### src/rtl/axil_drv_pkg.sv
// Shared definitions for the NPU controller AXI-Lite configuration driver:
// register offsets, mode encodings, command/state enums and the beat address map.
package axil_drv_pkg;

  localparam logic [7:0] REG_MODE       = 8'h00;
  localparam logic [7:0] REG_WL_START   = 8'h04;
  localparam logic [7:0] REG_WL_END     = 8'h08;
  localparam logic [7:0] REG_BL_START   = 8'h0C;
  localparam logic [7:0] REG_BL_END     = 8'h10;
  localparam logic [7:0] REG_ROUND      = 8'h14;
  localparam logic [7:0] REG_Q_INTERVAL = 8'h18;
  localparam logic [7:0] REG_Q_DEDUCT   = 8'h1C;
  localparam logic [7:0] REG_START      = 8'h20;

  localparam int MODE_SETRESET = 1;
  localparam int MODE_VMM      = MODE_SETRESET + 1;
  localparam int MODE_READ     = MODE_VMM + 1;

  localparam int NBEATS_Q    = 2;
  localparam int NBEATS_ARGS = 7;

  typedef enum logic {
    CMD_Q    = 1'b0,
    CMD_ARGS = 1'b1
  } cmd_type_e;

`ifdef AXIL_DRV_READBACK_EN
  typedef enum logic [2:0] {
    S_IDLE, S_CHECK, S_WR, S_WRESP, S_DONE, S_RD, S_RRESP
  } state_e;
`else
  typedef enum logic [2:0] {
    S_IDLE, S_CHECK, S_WR, S_WRESP, S_DONE
  } state_e;
`endif

  // Register targeted by beat idx of a command; the ARGS burst ends with the START kick.
  function automatic logic [7:0] beat_offset(input cmd_type_e c, input logic [2:0] idx);
    logic [7:0] off;
    if (c == CMD_Q) begin
      off = (idx == 3'd0) ? REG_Q_INTERVAL : REG_Q_DEDUCT;
    end else begin
      case (idx)
        3'd0:    off = REG_MODE;
        3'd1:    off = REG_WL_START;
        3'd2:    off = REG_WL_END;
        3'd3:    off = REG_BL_START;
        3'd4:    off = REG_BL_END;
        3'd5:    off = REG_ROUND;
        default: off = REG_START;
      endcase
    end
    return off;
  endfunction

endpackage

### src/rtl/axil_drv_wr_beat.sv
// Single AXI-Lite write beat: AW and W raised together one cycle after start_i, each dropped after
// its own handshake; BREADY raised once both have completed and held until BVALID (done_o pulse).
module axil_drv_wr_beat #(
  parameter int DW = 32,
  parameter int AW = 8
) (
  input  logic            clk,
  input  logic            reset,
  input  logic            start_i,
  input  logic [AW-1:0]   addr_i,
  input  logic [DW-1:0]   data_i,
  output logic            done_o,
  output logic [1:0]      bresp_o,
  output logic [AW-1:0]   awaddr_o,
  output logic [2:0]      awprot_o,
  output logic            awvalid_o,
  input  logic            awready_i,
  output logic [DW-1:0]   wdata_o,
  output logic [DW/8-1:0] wstrb_o,
  output logic            wvalid_o,
  input  logic            wready_i,
  input  logic [1:0]      bresp_i,
  input  logic            bvalid_i,
  output logic            bready_o
);

  logic          awvalid_q, awvalid_d;
  logic          wvalid_q, wvalid_d;
  logic          aw_ok_q, aw_ok_d;
  logic          w_ok_q, w_ok_d;
  logic          bready_q, bready_d;
  logic [AW-1:0] addr_q, addr_d;
  logic [DW-1:0] data_q, data_d;

  logic aw_hs, w_hs, b_hs;
  assign aw_hs = awvalid_q & awready_i;
  assign w_hs  = wvalid_q & wready_i;
  assign b_hs  = bready_q & bvalid_i;

  always_comb begin
    awvalid_d = awvalid_q;
    wvalid_d  = wvalid_q;
    aw_ok_d   = aw_ok_q;
    w_ok_d    = w_ok_q;
    bready_d  = bready_q;
    addr_d    = addr_q;
    data_d    = data_q;
    if (start_i) begin
      awvalid_d = 1'b1;
      wvalid_d  = 1'b1;
      aw_ok_d   = 1'b0;
      w_ok_d    = 1'b0;
      bready_d  = 1'b0;
      addr_d    = addr_i;
      data_d    = data_i;
    end else begin
      if (aw_hs) begin
        awvalid_d = 1'b0;
        aw_ok_d   = 1'b1;
      end
      if (w_hs) begin
        wvalid_d = 1'b0;
        w_ok_d   = 1'b1;
      end
      if (b_hs) begin
        bready_d = 1'b0;
        aw_ok_d  = 1'b0;
        w_ok_d   = 1'b0;
      end else if (!bready_q && aw_ok_d && w_ok_d) begin
        bready_d = 1'b1;
      end
    end
  end

  always_ff @(posedge clk) begin
    if (reset) begin
      awvalid_q <= 1'b0;
      wvalid_q  <= 1'b0;
      aw_ok_q   <= 1'b0;
      w_ok_q    <= 1'b0;
      bready_q  <= 1'b0;
      addr_q    <= '0;
      data_q    <= '0;
    end else begin
      awvalid_q <= awvalid_d;
      wvalid_q  <= wvalid_d;
      aw_ok_q   <= aw_ok_d;
      w_ok_q    <= w_ok_d;
      bready_q  <= bready_d;
      addr_q    <= addr_d;
      data_q    <= data_d;
    end
  end

  assign done_o    = b_hs;
  assign bresp_o   = bresp_i;
  assign awaddr_o  = addr_q;
  assign awprot_o  = 3'b000;
  assign awvalid_o = awvalid_q;
  assign wdata_o   = data_q;
  assign wstrb_o   = '1;
  assign wvalid_o  = wvalid_q;
  assign bready_o  = bready_q;

endmodule

### src/rtl/axi_lite_slave_driver.sv
// AXI-Lite master that expands one sequencer command into a burst of single-beat register writes;
// cmd_ready only in IDLE, one write outstanding. AXIL_DRV_READBACK_EN adds read-back verification.
module axi_lite_slave_driver
  import axil_drv_pkg::*;
#(
  parameter int C_M_AXI_DATA_WIDTH = 32,
  parameter int C_M_AXI_ADDR_WIDTH = 8,
  parameter int BATCH_SIZE_VMM     = 2
) (
  input  logic                            clk,
  input  logic                            reset,
  input  logic                            cmd_valid,
  output logic                            cmd_ready,
  input  logic                            cmd_type,
  input  logic [C_M_AXI_DATA_WIDTH-1:0]   q_interval,
  input  logic [C_M_AXI_DATA_WIDTH-1:0]   q_deduct,
  input  logic [C_M_AXI_DATA_WIDTH-1:0]   mode,
  input  logic [C_M_AXI_DATA_WIDTH-1:0]   wl_start,
  input  logic [C_M_AXI_DATA_WIDTH-1:0]   wl_end,
  input  logic [C_M_AXI_DATA_WIDTH-1:0]   bl_start,
  input  logic [C_M_AXI_DATA_WIDTH-1:0]   bl_end,
  input  logic [C_M_AXI_DATA_WIDTH-1:0]   round,
  output logic                            busy,
  output logic                            done,
  output logic                            err_resp,
  output logic                            err_arg,
  output logic [C_M_AXI_ADDR_WIDTH-1:0]   M_AXI_AWADDR,
  output logic [2:0]                      M_AXI_AWPROT,
  output logic                            M_AXI_AWVALID,
  input  logic                            M_AXI_AWREADY,
  output logic [C_M_AXI_DATA_WIDTH-1:0]   M_AXI_WDATA,
  output logic [C_M_AXI_DATA_WIDTH/8-1:0] M_AXI_WSTRB,
  output logic                            M_AXI_WVALID,
  input  logic                            M_AXI_WREADY,
  input  logic [1:0]                      M_AXI_BRESP,
  input  logic                            M_AXI_BVALID,
  output logic                            M_AXI_BREADY,
  output logic [C_M_AXI_ADDR_WIDTH-1:0]   M_AXI_ARADDR,
  output logic [2:0]                      M_AXI_ARPROT,
  output logic                            M_AXI_ARVALID,
  input  logic                            M_AXI_ARREADY,
  input  logic [C_M_AXI_DATA_WIDTH-1:0]   M_AXI_RDATA,
  input  logic [1:0]                      M_AXI_RRESP,
  input  logic                            M_AXI_RVALID,
  output logic                            M_AXI_RREADY
);

  localparam int DW = C_M_AXI_DATA_WIDTH;
  localparam int AW = C_M_AXI_ADDR_WIDTH;

  typedef struct packed {
    logic [DW-1:0] q_interval;
    logic [DW-1:0] q_deduct;
    logic [DW-1:0] mode;
    logic [DW-1:0] wl_start;
    logic [DW-1:0] wl_end;
    logic [DW-1:0] bl_start;
    logic [DW-1:0] bl_end;
    logic [DW-1:0] round;
  } args_t;

  state_e    state_q, state_d;
  cmd_type_e cmd_q, cmd_d;
  args_t     args_q, args_d;
  logic [2:0] idx_q, idx_d;
  logic      err_resp_q, err_resp_d;
  logic      err_arg_q, err_arg_d;

  logic          beat_start, beat_done;
  logic [1:0]    beat_bresp;
  logic [AW-1:0] beat_addr;
  logic [DW-1:0] beat_data;
  logic          args_ok, last_beat;

  assign beat_addr = AW'(beat_offset(cmd_q, idx_q));
  assign last_beat = (cmd_q == CMD_Q) ? (idx_q == 3'(NBEATS_Q - 1))
                                      : (idx_q == 3'(NBEATS_ARGS - 1));
  assign args_ok = (args_q.mode >= DW'(MODE_SETRESET)) && (args_q.mode <= DW'(MODE_READ)) &&
                   (args_q.wl_end > args_q.wl_start) && (args_q.bl_end > args_q.bl_start) &&
                   (args_q.round < DW'(BATCH_SIZE_VMM));

  always_comb begin
    beat_data = '0;
    if (cmd_q == CMD_Q) begin
      beat_data = (idx_q == 3'd0) ? args_q.q_interval : args_q.q_deduct;
    end else begin
      case (idx_q)
        3'd0:    beat_data = args_q.mode;
        3'd1:    beat_data = args_q.wl_start;
        3'd2:    beat_data = args_q.wl_end;
        3'd3:    beat_data = args_q.bl_start;
        3'd4:    beat_data = args_q.bl_end;
        3'd5:    beat_data = args_q.round;
        default: beat_data = DW'(1);
      endcase
    end
  end

  always_comb begin
    state_d    = state_q;
    cmd_d      = cmd_q;
    args_d     = args_q;
    idx_d      = idx_q;
    err_resp_d = err_resp_q;
    err_arg_d  = err_arg_q;
    case (state_q)
      S_IDLE: begin
        if (cmd_valid) begin
          state_d    = S_CHECK;
          cmd_d      = cmd_type_e'(cmd_type);
          args_d     = '{q_interval, q_deduct, mode, wl_start, wl_end, bl_start, bl_end, round};
          idx_d      = 3'd0;
          err_resp_d = 1'b0;
          err_arg_d  = 1'b0;
        end
      end
      S_CHECK: begin
        if (cmd_q == CMD_ARGS && !args_ok) begin
          err_arg_d = 1'b1;
          state_d   = S_DONE;
        end else begin
          state_d = S_WR;
        end
      end
      S_WR: state_d = S_WRESP;
      S_WRESP: begin
        if (beat_done) begin
          if (beat_bresp != 2'b00) begin
            err_resp_d = 1'b1;
            state_d    = S_DONE;
`ifdef AXIL_DRV_READBACK_EN
          end else if (!(cmd_q == CMD_ARGS && last_beat)) begin
            state_d = S_RD;
`endif
          end else if (last_beat) begin
            state_d = S_DONE;
          end else begin
            idx_d   = idx_q + 3'd1;
            state_d = S_WR;
          end
        end
      end
`ifdef AXIL_DRV_READBACK_EN
      S_RD: if (M_AXI_ARREADY) state_d = S_RRESP;
      S_RRESP: begin
        // Read-back must echo exactly what was just written.
        if (M_AXI_RVALID) begin
          if (M_AXI_RRESP != 2'b00 || M_AXI_RDATA != beat_data) begin
            err_resp_d = 1'b1;
            state_d    = S_DONE;
          end else if (last_beat) begin
            state_d = S_DONE;
          end else begin
            idx_d   = idx_q + 3'd1;
            state_d = S_WR;
          end
        end
      end
`endif
      S_DONE:  state_d = S_IDLE;
      default: state_d = S_IDLE;
    endcase
  end

  always_ff @(posedge clk) begin
    if (reset) begin
      state_q    <= S_IDLE;
      cmd_q      <= CMD_Q;
      args_q     <= '0;
      idx_q      <= 3'd0;
      err_resp_q <= 1'b0;
      err_arg_q  <= 1'b0;
    end else begin
      state_q    <= state_d;
      cmd_q      <= cmd_d;
      args_q     <= args_d;
      idx_q      <= idx_d;
      err_resp_q <= err_resp_d;
      err_arg_q  <= err_arg_d;
    end
  end

  assign beat_start = (state_q == S_WR);

  axil_drv_wr_beat #(.DW(DW), .AW(AW)) u_wr_beat (
    .clk       (clk),
    .reset     (reset),
    .start_i   (beat_start),
    .addr_i    (beat_addr),
    .data_i    (beat_data),
    .done_o    (beat_done),
    .bresp_o   (beat_bresp),
    .awaddr_o  (M_AXI_AWADDR),
    .awprot_o  (M_AXI_AWPROT),
    .awvalid_o (M_AXI_AWVALID),
    .awready_i (M_AXI_AWREADY),
    .wdata_o   (M_AXI_WDATA),
    .wstrb_o   (M_AXI_WSTRB),
    .wvalid_o  (M_AXI_WVALID),
    .wready_i  (M_AXI_WREADY),
    .bresp_i   (M_AXI_BRESP),
    .bvalid_i  (M_AXI_BVALID),
    .bready_o  (M_AXI_BREADY)
  );

  assign cmd_ready = (state_q == S_IDLE);
  assign busy      = (state_q != S_IDLE);
  assign done      = (state_q == S_DONE);
  assign err_resp  = err_resp_q;
  assign err_arg   = err_arg_q;

`ifdef AXIL_DRV_READBACK_EN
  assign M_AXI_ARVALID = (state_q == S_RD);
  assign M_AXI_ARADDR  = M_AXI_ARVALID ? beat_addr : '0;
  assign M_AXI_ARPROT  = 3'b000;
  assign M_AXI_RREADY  = (state_q == S_RRESP);
`else
  logic unused_rd;
  assign unused_rd     = ^{M_AXI_ARREADY, M_AXI_RDATA, M_AXI_RRESP, M_AXI_RVALID};
  assign M_AXI_ARVALID = 1'b0;
  assign M_AXI_ARADDR  = '0;
  assign M_AXI_ARPROT  = 3'b000;
  assign M_AXI_RREADY  = 1'b0;
`endif

endmodule

### config.mk
export PLATFORM = sky130hd
export DESIGN_NAME = axi_lite_slave_driver
export DESIGN_NICKNAME = d
export VERILOG_FILES = /design/src/rtl/axil_drv_pkg.sv /design/src/rtl/axil_drv_wr_beat.sv /design/src/rtl/axi_lite_slave_driver.sv
export SDC_FILE = /design/constraint.sdc
export NUM_CORES = 1
export LEC_CHECK = 0
export BUFFER_PORTS_ARGS = -buffer_cell sky130_fd_sc_hd__buf_2
export CORE_ASPECT_RATIO = 0.7
export CORE_MARGIN = 2
export CORE_UTILIZATION = 30
export DETAILED_ROUTE_END_ITERATION = 6
export PLACE_DENSITY_LB_ADDON = 0.1
export SLEW_MARGIN = 25
export SYNTH_ARGS = -nofsm -noshare
export SYNTH_HDL_FRONTEND = slang
export SYNTH_HIERARCHICAL = 1
export SYNTH_SLANG_ARGS = --single-unit
### constraint.sdc
create_clock -name clk -period 2.6 [get_ports clk]
set_input_delay 0.52 -clock clk [delete_from_list [all_inputs] [get_ports clk]]
set_output_delay 0.52 -clock clk [all_outputs]
set_load 0.1 [all_outputs]
==> results by group, run 1 <==
Setup path
  – CP bufs+invs: 1
  – Crit-path max FO: 3
  – Slowest cell on the critical path: o31ai_1
  – WP data arrival: roughly 2.9 ns
  – Largest delay contributor family on the critical path: compound AO/OA/AOI/OAI gates
  – Critical Path Sink Type: flop
  – Setup CP Type: flop to flop
  – Worst endpoint required time: 3.02 ns
  – Worst setup SP type: flop
  – CP Cell Sequence: inv_1, ha_1, a21oi_1, o21ai_0, a221o_1, o31ai_1, a32oi_2, a41o_1
  – Crit-path max cell delay: between 0.4 and 0.5 ns

Placement
  – Area after DPL: ~17,000 um^2
  – # port buffers: between 300 and 400
  – HPWL after DPL: around 40,000 um
  – Routability cong.: between 0.8 and 0.9

Layout
  – Final #Nets: 2,526
  – Finished Cell Area: 18,100 um^2
  – Share of layout cells above drive strength 1: 20.9%
  – P&R area growth vs syn: 22.9%
  – Final-layout fill cell count: around 5,100

Timing
  – Skew final: about 0.013 ns
  – Final Critical Period: 2.44 ns
  – Worst Tran Pin Value: ~0.8 ns
  – RSZ-0062 raised after global routing: false
  – Final Hold Fails: 0
  – Final setup viols: 0
  – Post-route setup TNS: 0 ns
  – Max-slew headroom: 48.2%
  – Slew Viols, Final: 0
  – Achievable Freq: roughly 0.4 GHz
  – Fin crit share: ~94%

Drt
  – Drt wl/cell: ~19 um
  – Drt pass-1 iters: 6
  – Post-route ant nets: 0
  – Initial drt markers: 1,016
  – Vias per inst: 4.89
  – Vias post-DR: between 10,000 and 15,000
  – DRC Markers: 0
  – WL final: approximately 54,000 um

Synthesis
  – Post-synth EDFFs: 0
  – Cell taking the most area after synthesis: dfxtp_1
  – Largest family of logic cells by synthesized area: simple AND/OR/NAND/NOR gates
  – Syn Area/Cell: 7.77 um^2
  – Post-synthesis sequential area ratio: a little over two fifths
  – Synth cell types: between 50 and 60
  – Post-synth top flop: dfxtp_1
  – Fraction of registers with async set/reset: 0%
  – XOR/XNOR Fraction of Synth Area: 0%
  – Mux contribution to synthesized area: 4.83%
  – Simple-Gate Fraction of Synth Area: a little over a fifth
  – Yosys reg bits: between 300 and 400
  – Synth area leaders: dfxtp_1 (42%), nand2_1 (15%), a21oi_1 (10%), ha_1 (5.9%), mux2i_1 (2.8%)
  – Share of the synthesized area in the top cell type: 42.1%
  – Area fraction in compound gates after synthesis: between 10% and 20%
  – Synth Area in Adders: 5.85%
  – Yosys warnings: 6
  – Cells after synthesis: around 1,900
  – Post-Synthesis Cell Area: between 10,000 and 15,000 um^2

GRT
  – Vias in the first global route: 13,300
  – Largest net degree at the start of global routing: 156
  – First-pass GRT wire length: 79,300 um
  – Met3 global-route usage: under 10%
  – Initial antenna violation count: 3
  – Most crowded layer after global routing: met2
  – Total gr overflow: 0
  – Met2 usage: roughly a third
  – Met1 Use GR: 27.0%
  – GRT Resource Usage Total: about a fifth

Floorplanning
  – Die height: 190 um
  – Site Rows: 67
  – Core area: between 40,000 and 50,000 um^2
  – Initial cell density of the core: approximately 31%
  – I/O pin count: around 370
  – Chip width: about 270 um
  – Die Area: slightly above 50,000 um^2

Power and ir drop
  – Lkg Pwr: between 7 and 8 nW
  – Max VDD drop: approximately 510 uV
  – Clk pwr share: 32.1%
  – Reg power frac: a little under two fifths
  – Psw: 5.72 mW
  – Logic pwr share: between 30 and 40%
  – Power Density: ~860 nW/um^2
  – Int Power: ~10 mW
  – Switching Share: a little over a third

Clocking
  – CTS Buf Count: 35
  – CTS tree: done
  – Clock Sinks: just over 300
  – CTS max path bufs: 3
  – Skew-Pair Late Insertion Delay: 0.53 ns
  – CTS Hold Bufs: 0
  – H-tree depth: 2
  – Post-CTS Setup Inserts: 0
  – Post-CTS sizing: 0
  – Clock-pin slew on the worst setup and hold paths: ~0.060 ns
  – Root buf cell: clkbuf_16

Worst hold path
  – Worst min path class: input port to flop

Flow run
  – Max_cap viols: 0

Run status
  – Status: completed
cells in the final DEF, fill, tap and decap left out, types with 27 or more instances in the layout:
master     synthesis  layout
inv_1             73      73
a21oi_1          299     299
mux2i_1           42      42
dfxtp_1          310     308
nand2_1          581     581
a211oi_1          34      34
nor2_1            55      55
ha_1              69      68
nor2b_1           38      36
buf_2             24     311
a222oi_1          27      27
a31oi_1           28      28
clkbuf_16          0      37
buf_4             44      33
o21ai_0           35      35
through the flow:
stage / setup slack [ns] / power [mW] / hold slack [ns] / util, % / std cells
2_1_floorplan: 0.0732 / 9.23 / 0.432 / - / 1919
3_3_place_gp: 0.134 / 10.7 / 0.441 / 35.2 / 2774
3_5_place_dp: 0.0843 / 10.8 / 0.442 / 35.2 / 2774
4_1_cts: 0.0713 / 15.8 / 0.200 / 37.6 / 2834
5_1_grt: 0.0541 / 16.6 / 0.214 / 37.6 / 2834
6_report: 0.156 / 15.6 / 0.224 / 37.6 / 2835
cell type report:
type                            count  area [um^2]  area share, %
Antenna cell                        1         2.50         0.0138
Clock buffer                       54         1050           5.79
Clock inverter                      6         80.1          0.442
Inverter                           74          278           1.53
Multi-Input combinational cell   1374         7560           41.7
Sequential cell                   310         6210           34.2
Tap cell                          655          820           4.52
Timing Repair Buffer              361         2140           11.8
worst register-to-register path: cells and delay by family, from the launching register on:
kind / cells / cell delay, ns
AO/OA/AOI/OAI: 6 / 1.65
flip-flops: 1 / 0.33
adder cells (fa/ha/maj): 1 / 0.29
buffers and inverters: 1 / 0.07
per-layer routing:
layer / part of all wire (%) / vias up
li1: - / 6937
met1: 44 / 6494
met2: 48 / 351
met3: 5.6 / 76
met4: 2.3 / 4
met5: 0.050 / -
final timing paths:
path	start	endpoint	slack, ns	depth (start not counted)
worst max-delay path	args_q[135]$_SDFFE_PP0P_	state_q[1]$_SDFFE_PP0P_	0.16	8
worst min-delay path	mode[8]	args_q[168]$_SDFFE_PP0P_	0.22	3
worst max register to register	args_q[135]$_SDFFE_PP0P_	state_q[1]$_SDFFE_PP0P_	0.16	8
worst min register to register	args_q[212]$_SDFFE_PP0P_	args_q[212]$_SDFFE_PP0P_	0.45	2
synthesized netlist by cell type, types with 3 or more instances:
cell and number:
nor2b_1 38, a31oi_1 28, inv_1 73, buf_1 6, nand4_1 14, a211oi_1 34
a221oi_1 13, mux2_2 26, mux2i_1 42, nor2_1 55, o21ai_0 35, and2_1 3
nand2b_1 4, a22oi_1 5, nand2_1 581, buf_4 44, nand3_1 12, nor3_1 6
nor4_1 16, a21oi_1 299, clkbuf_1 80, buf_2 24, conb_1 3, or3_1 4
dfxtp_1 310, a222oi_1 27, o211ai_1 6, ha_1 69, a21o_1 6, and4_1 4
buf_6 7
logic make-up after synthesis:
group,after synthesis
AOI/OAI and AO/OA,465
adders and majority gates,69
buffers and inverters,235
DFF,310
muxes,68
other,3
and+or+nand+nor,748
power groups by stage:
| stage | logic [mW] | clock network (mW) | registers (mW) |
|---|---|---|---|
| after detailed placement | 4.73 | 0 | 6.02 |
| after global routing | 5.20 | 5.36 | 5.99 |
| after CTS | 4.75 | 5.17 | 5.92 |
| final | 4.71 | 5.02 | 5.91 |
| after global placement | 4.69 | 0 | 6.01 |
| after floorplan | 3.00 | 0 | 6.22 |
sequential cells by signal, indices dropped and copies added (netlist names), 3 cells and up:
name / flops
args_q: 256
u_wr_beat/wdata_o: 32
u_wr_beat/awaddr_o: 8
idx_q: 3
state_q: 3
Note: power is estimated with default switching activity, not from simulation.
==> run 2: changes to the inputs <==
ABC_AREA = 1   (was unset)
==> results by group, run 2 <==
Clocking
  – H-tree depth: 2 (unchanged)
  – Post-CTS sizing: 0 (unchanged)
  – Clock-pin slew on the worst setup and hold paths: 0.06 ns (about the same)
  – CTS max path bufs: 3 (unchanged)
  – CTS tree: done
  – Clock Sinks: 310 (unchanged)
  – Post-CTS Setup Inserts: 0 (unchanged)
  – Skew-Pair Late Insertion Delay: 0.53 ns (about the same)
  – Root buf cell: clkbuf_16
  – CTS Hold Bufs: 0 (unchanged)
  – CTS Buf Count: 36 (+2.9%)

Setup path
  – Reg2reg path depth: 12 (+4)
  – Critical Path End: state_q[2]$_SDFFE_PP0P_
  – Crit-path max FO: 3 (unchanged)
  – Flop2flop setup slack: 0.16 ns (about the same)
  – Worst setup SP type: flop
  – Critical Path Sink Type: flop
  – WP data arrival: 2.88 ns (+0.02 ns)
  – R2r endpoint: state_q[2]$_SDFFE_PP0P_
  – Setup CP Type: flop to flop
  – Reg2reg start: args_q[131]$_SDFFE_PP0P_
  – Crit path from: args_q[131]$_SDFFE_PP0P_
  – Worst endpoint required time: 3.04 ns (+0.02 ns)

Drt
  – Vias per inst: 4.82 (-1.4%)
  – Top Metal Used: met4
  – DR WL met3: 2570 um (-15%)
  – WL final: 52,700 um (-2.4%)
  – Drt pass-1 iters: 5 (-1)
  – Vias post-DR: 13,800 (-0.12%)
  – Post-route ant nets: 0 (unchanged)
  – DRC Markers: 0 (unchanged)
  – Wl on met1: 25,100 um (+4.7%)
  – Met2 Wirelength: 24,200 um (-6.3%)
  – Drt wl/cell: 18.4 um (-3.7%)
  – Initial drt markers: 818 (-19%)

Worst hold path
  – Worst min path class: input port to flop
  – Hold Path Depth: 3 (unchanged)

Floorplanning
  – Die Area: 49,700 um^2 (-2.5%)
  – Initial cell density of the core: 30.2% (-0.40 points)
  – Die height: 187 um (-1.2%)
  – Core area: 47,600 um^2 (-1.2%)
  – I/O pin count: 369 (unchanged)
  – Site Rows: 67 (unchanged)
  – Chip width: 266 um (-1.2%)

Layout
  – Commonest non-fill, non-tap cell in the layout: o21ai_0
  – Number of flip-flops in the largest register: 256 (unchanged)
  – P&R area growth vs syn: 24.1%
  – Share of layout cells above drive strength 1: 20.0% (-0.90 points)
  – Final #Nets: 2,592 (+2.6%)
  – Commonest cells after routing, fill and taps aside: o21ai_0 (345), buf_2 (312), dfxtp_1 (310)
  – Biggest register: args_q

Placement
  – HPWL after DPL: 38,500 um (-3.9%)
  – Routability cong.: 0.844 (-5.0%)
  – # port buffers: 312 (unchanged)

Synthesis
  – Yosys warnings: 6 (unchanged)
  – Post-synth top flop: dfxtp_1
  – Cells after synthesis: 1,941 (+2.3%)
  – Cell taking the most area after synthesis: dfxtp_1
  – Fraction of registers with async set/reset: 0% (unchanged)
  – Syn Area/Cell: 7.41 um^2 (-4.7%)
  – Post-Synthesis Cell Area: 14,400 um^2 (-2.5%)
  – Synth cell count leaders: o21ai_0 (345), dfxtp_1 (310), nor2_1 (306)
  – Synth area leaders: dfxtp_1 (43%), o21ai_0 (12%), nor2_1 (8.0%), a21oi_1 (7.8%), ha_1 (6.0%)
  – Yosys reg bits: 310 (unchanged)
  – Post-synthesis sequential area ratio: 43.1% (+1.1 points)
  – Share of the synthesized area in the top cell type: 43.1% (+1.1 points)
  – Post-synth EDFFs: 0 (unchanged)
  – Cell with the most instances after synthesis: o21ai_0
  – Synth cell types: 38 (-28%)

Timing
  – Achievable Freq: 0.410 GHz (+0.26%)
  – Final Hold Fails: 0 (unchanged)
  – Worst Tran Pin Value: 0.978 ns (+0.200 ns)
  – Final setup viols: 0 (unchanged)
  – Post-route setup TNS: 0 ns (unchanged)
  – RSZ-0062 raised after global routing: false
  – Skew final: 0.0151 ns (+0.00221 ns)
  – Fin crit share: 93.8% (-0.24 points)
  – Slew Viols, Final: 0 (unchanged)
  – Max-slew headroom: 34.8% (-13 points)
  – Final Critical Period: 2.44 ns (-0.00630 ns)

GRT
  – Largest net degree at the start of global routing: 73 (-53%)
  – Total gr overflow: 0 (unchanged)
  – Vias in the first global route: 13,500 (+1.8%)
  – Initial antenna violation count: 3 (unchanged)
  – GRT Resource Usage Total: 20.7% (+0.061 points)
  – First-pass GRT wire length: 79,400 um (about the same)

Flow run
  – Max_cap viols: 0 (unchanged)

Power and ir drop
  – Total design power: 14.9 mW (-4.7%)
  – Max VDD drop: 364 uV (-29%)
  – Lkg Pwr: 7.98 nW (+9.3%)
  – Power Density: 835 nW/um^2 (-3.2%)

Run status
  – Status: completed
## run 2: changes by cell type in the layout (fill, tap and decap cells not counted), moves of 14 or more
cell	previous run	this run
a222oi_1	27	0
mux2i_1	42	0
o22ai_1	1	108
nor4_1	15	1
nor2_1	55	304
inv_1	73	216
o21ai_0	35	345
a21oi_1	299	225
nand2_1	581	106
nor2b_1	36	0
nor3_1	5	31
a211oi_1	34	1
a31oi_1	28	0
mux2_2	26	0
## run 2: layout make-up
cell class / count / area, um^2
Multi-Input combinational cell: 1275 / 6630
Antenna cell: 5 / 12.5
Timing Repair Buffer: 372 / 2190
Sequential cell: 310 / 6210
Clock buffer: 54 / 1080
Tap cell: 621 / 777
Clock inverter: 9 / 103
Fill cell: 5070 / 29800
Inverter: 227 / 865
## run 2: power breakdown
part / internal [mW] / total (mW) / switching [mW]
clock: 3.07 / 5.12 / 2.05
combinational: 1.22 / 4.09 / 2.87
sequential: 5.41 / 5.69 / 0.283
## run 2: how the worst min path moves through the flow
stage,to,from,slack (ns)
after global placement,u_wr_beat/w_ok_q$_SDFF_PP0_,u_wr_beat/w_ok_q$_SDFF_PP0_,0.44
after floorplan,args_q[0]$_SDFFE_PP0P_,args_q[0]$_SDFFE_PP0P_,0.43
after detailed placement,u_wr_beat/aw_ok_q$_SDFF_PP0_,u_wr_beat/aw_ok_q$_SDFF_PP0_,0.45
after global routing,args_q[214]$_SDFFE_PP0P_,q_deduct[22],0.22
final,args_q[106]$_SDFFE_PP0P_,wl_end[10],0.22
after CTS,args_q[206]$_SDFFE_PP0P_,q_deduct[14],0.20
## run 2: metal layers
layer	vias up	track usage, %
met5	-	0
met2	341	34.2
met1	6422	28.8
met4	0	4.54
met3	56	2.82
li1	7027	-
## run 2: kinds of logic after synthesis
logic type / count (synthesis) / synth area share, %
buf+inv: 377 / 11.4
other cells: 3 / 0.0783
flops: 310 / 43.1
fa+ha+maj: 69 / 6.00
simple gates: 483 / 13.6
compound gates: 699 / 25.8
## run 2: through the flow
| step | cell area [um^2] | hold slack [ns] | setup WS [ns] | cells | util (%) |
|---|---|---|---|---|---|
| 6_report | 17900 | 0.224 | 0.162 | 2873 | 37.5 |
| 5_1_grt | 17800 | 0.216 | 0.00254 | 2870 | 37.5 |
| 4_1_cts | 17800 | 0.203 | 0.171 | 2868 | 37.5 |
| 3_5_place_dp | 16700 | 0.446 | 0.175 | 2805 | 35.0 |
| 3_3_place_gp | 16700 | 0.441 | 0.187 | 2805 | 35.0 |
| 2_1_floorplan | 14500 | 0.430 | 0.218 | 1962 | - |
## run 2: worst max-delay path, cell delays in order (launching register included)
cell and delay (ns):
dfxtp_1 0.31, inv_1 0.08, ha_1 0.30, nand2_1 0.05, inv_1 0.07, nand3_1 0.08
nor3_1 0.50, buf_4 0.21, and3_1 0.15, nor2_1 0.05, nand3_1 0.20, nand3_1 0.15
a211oi_1 0.21
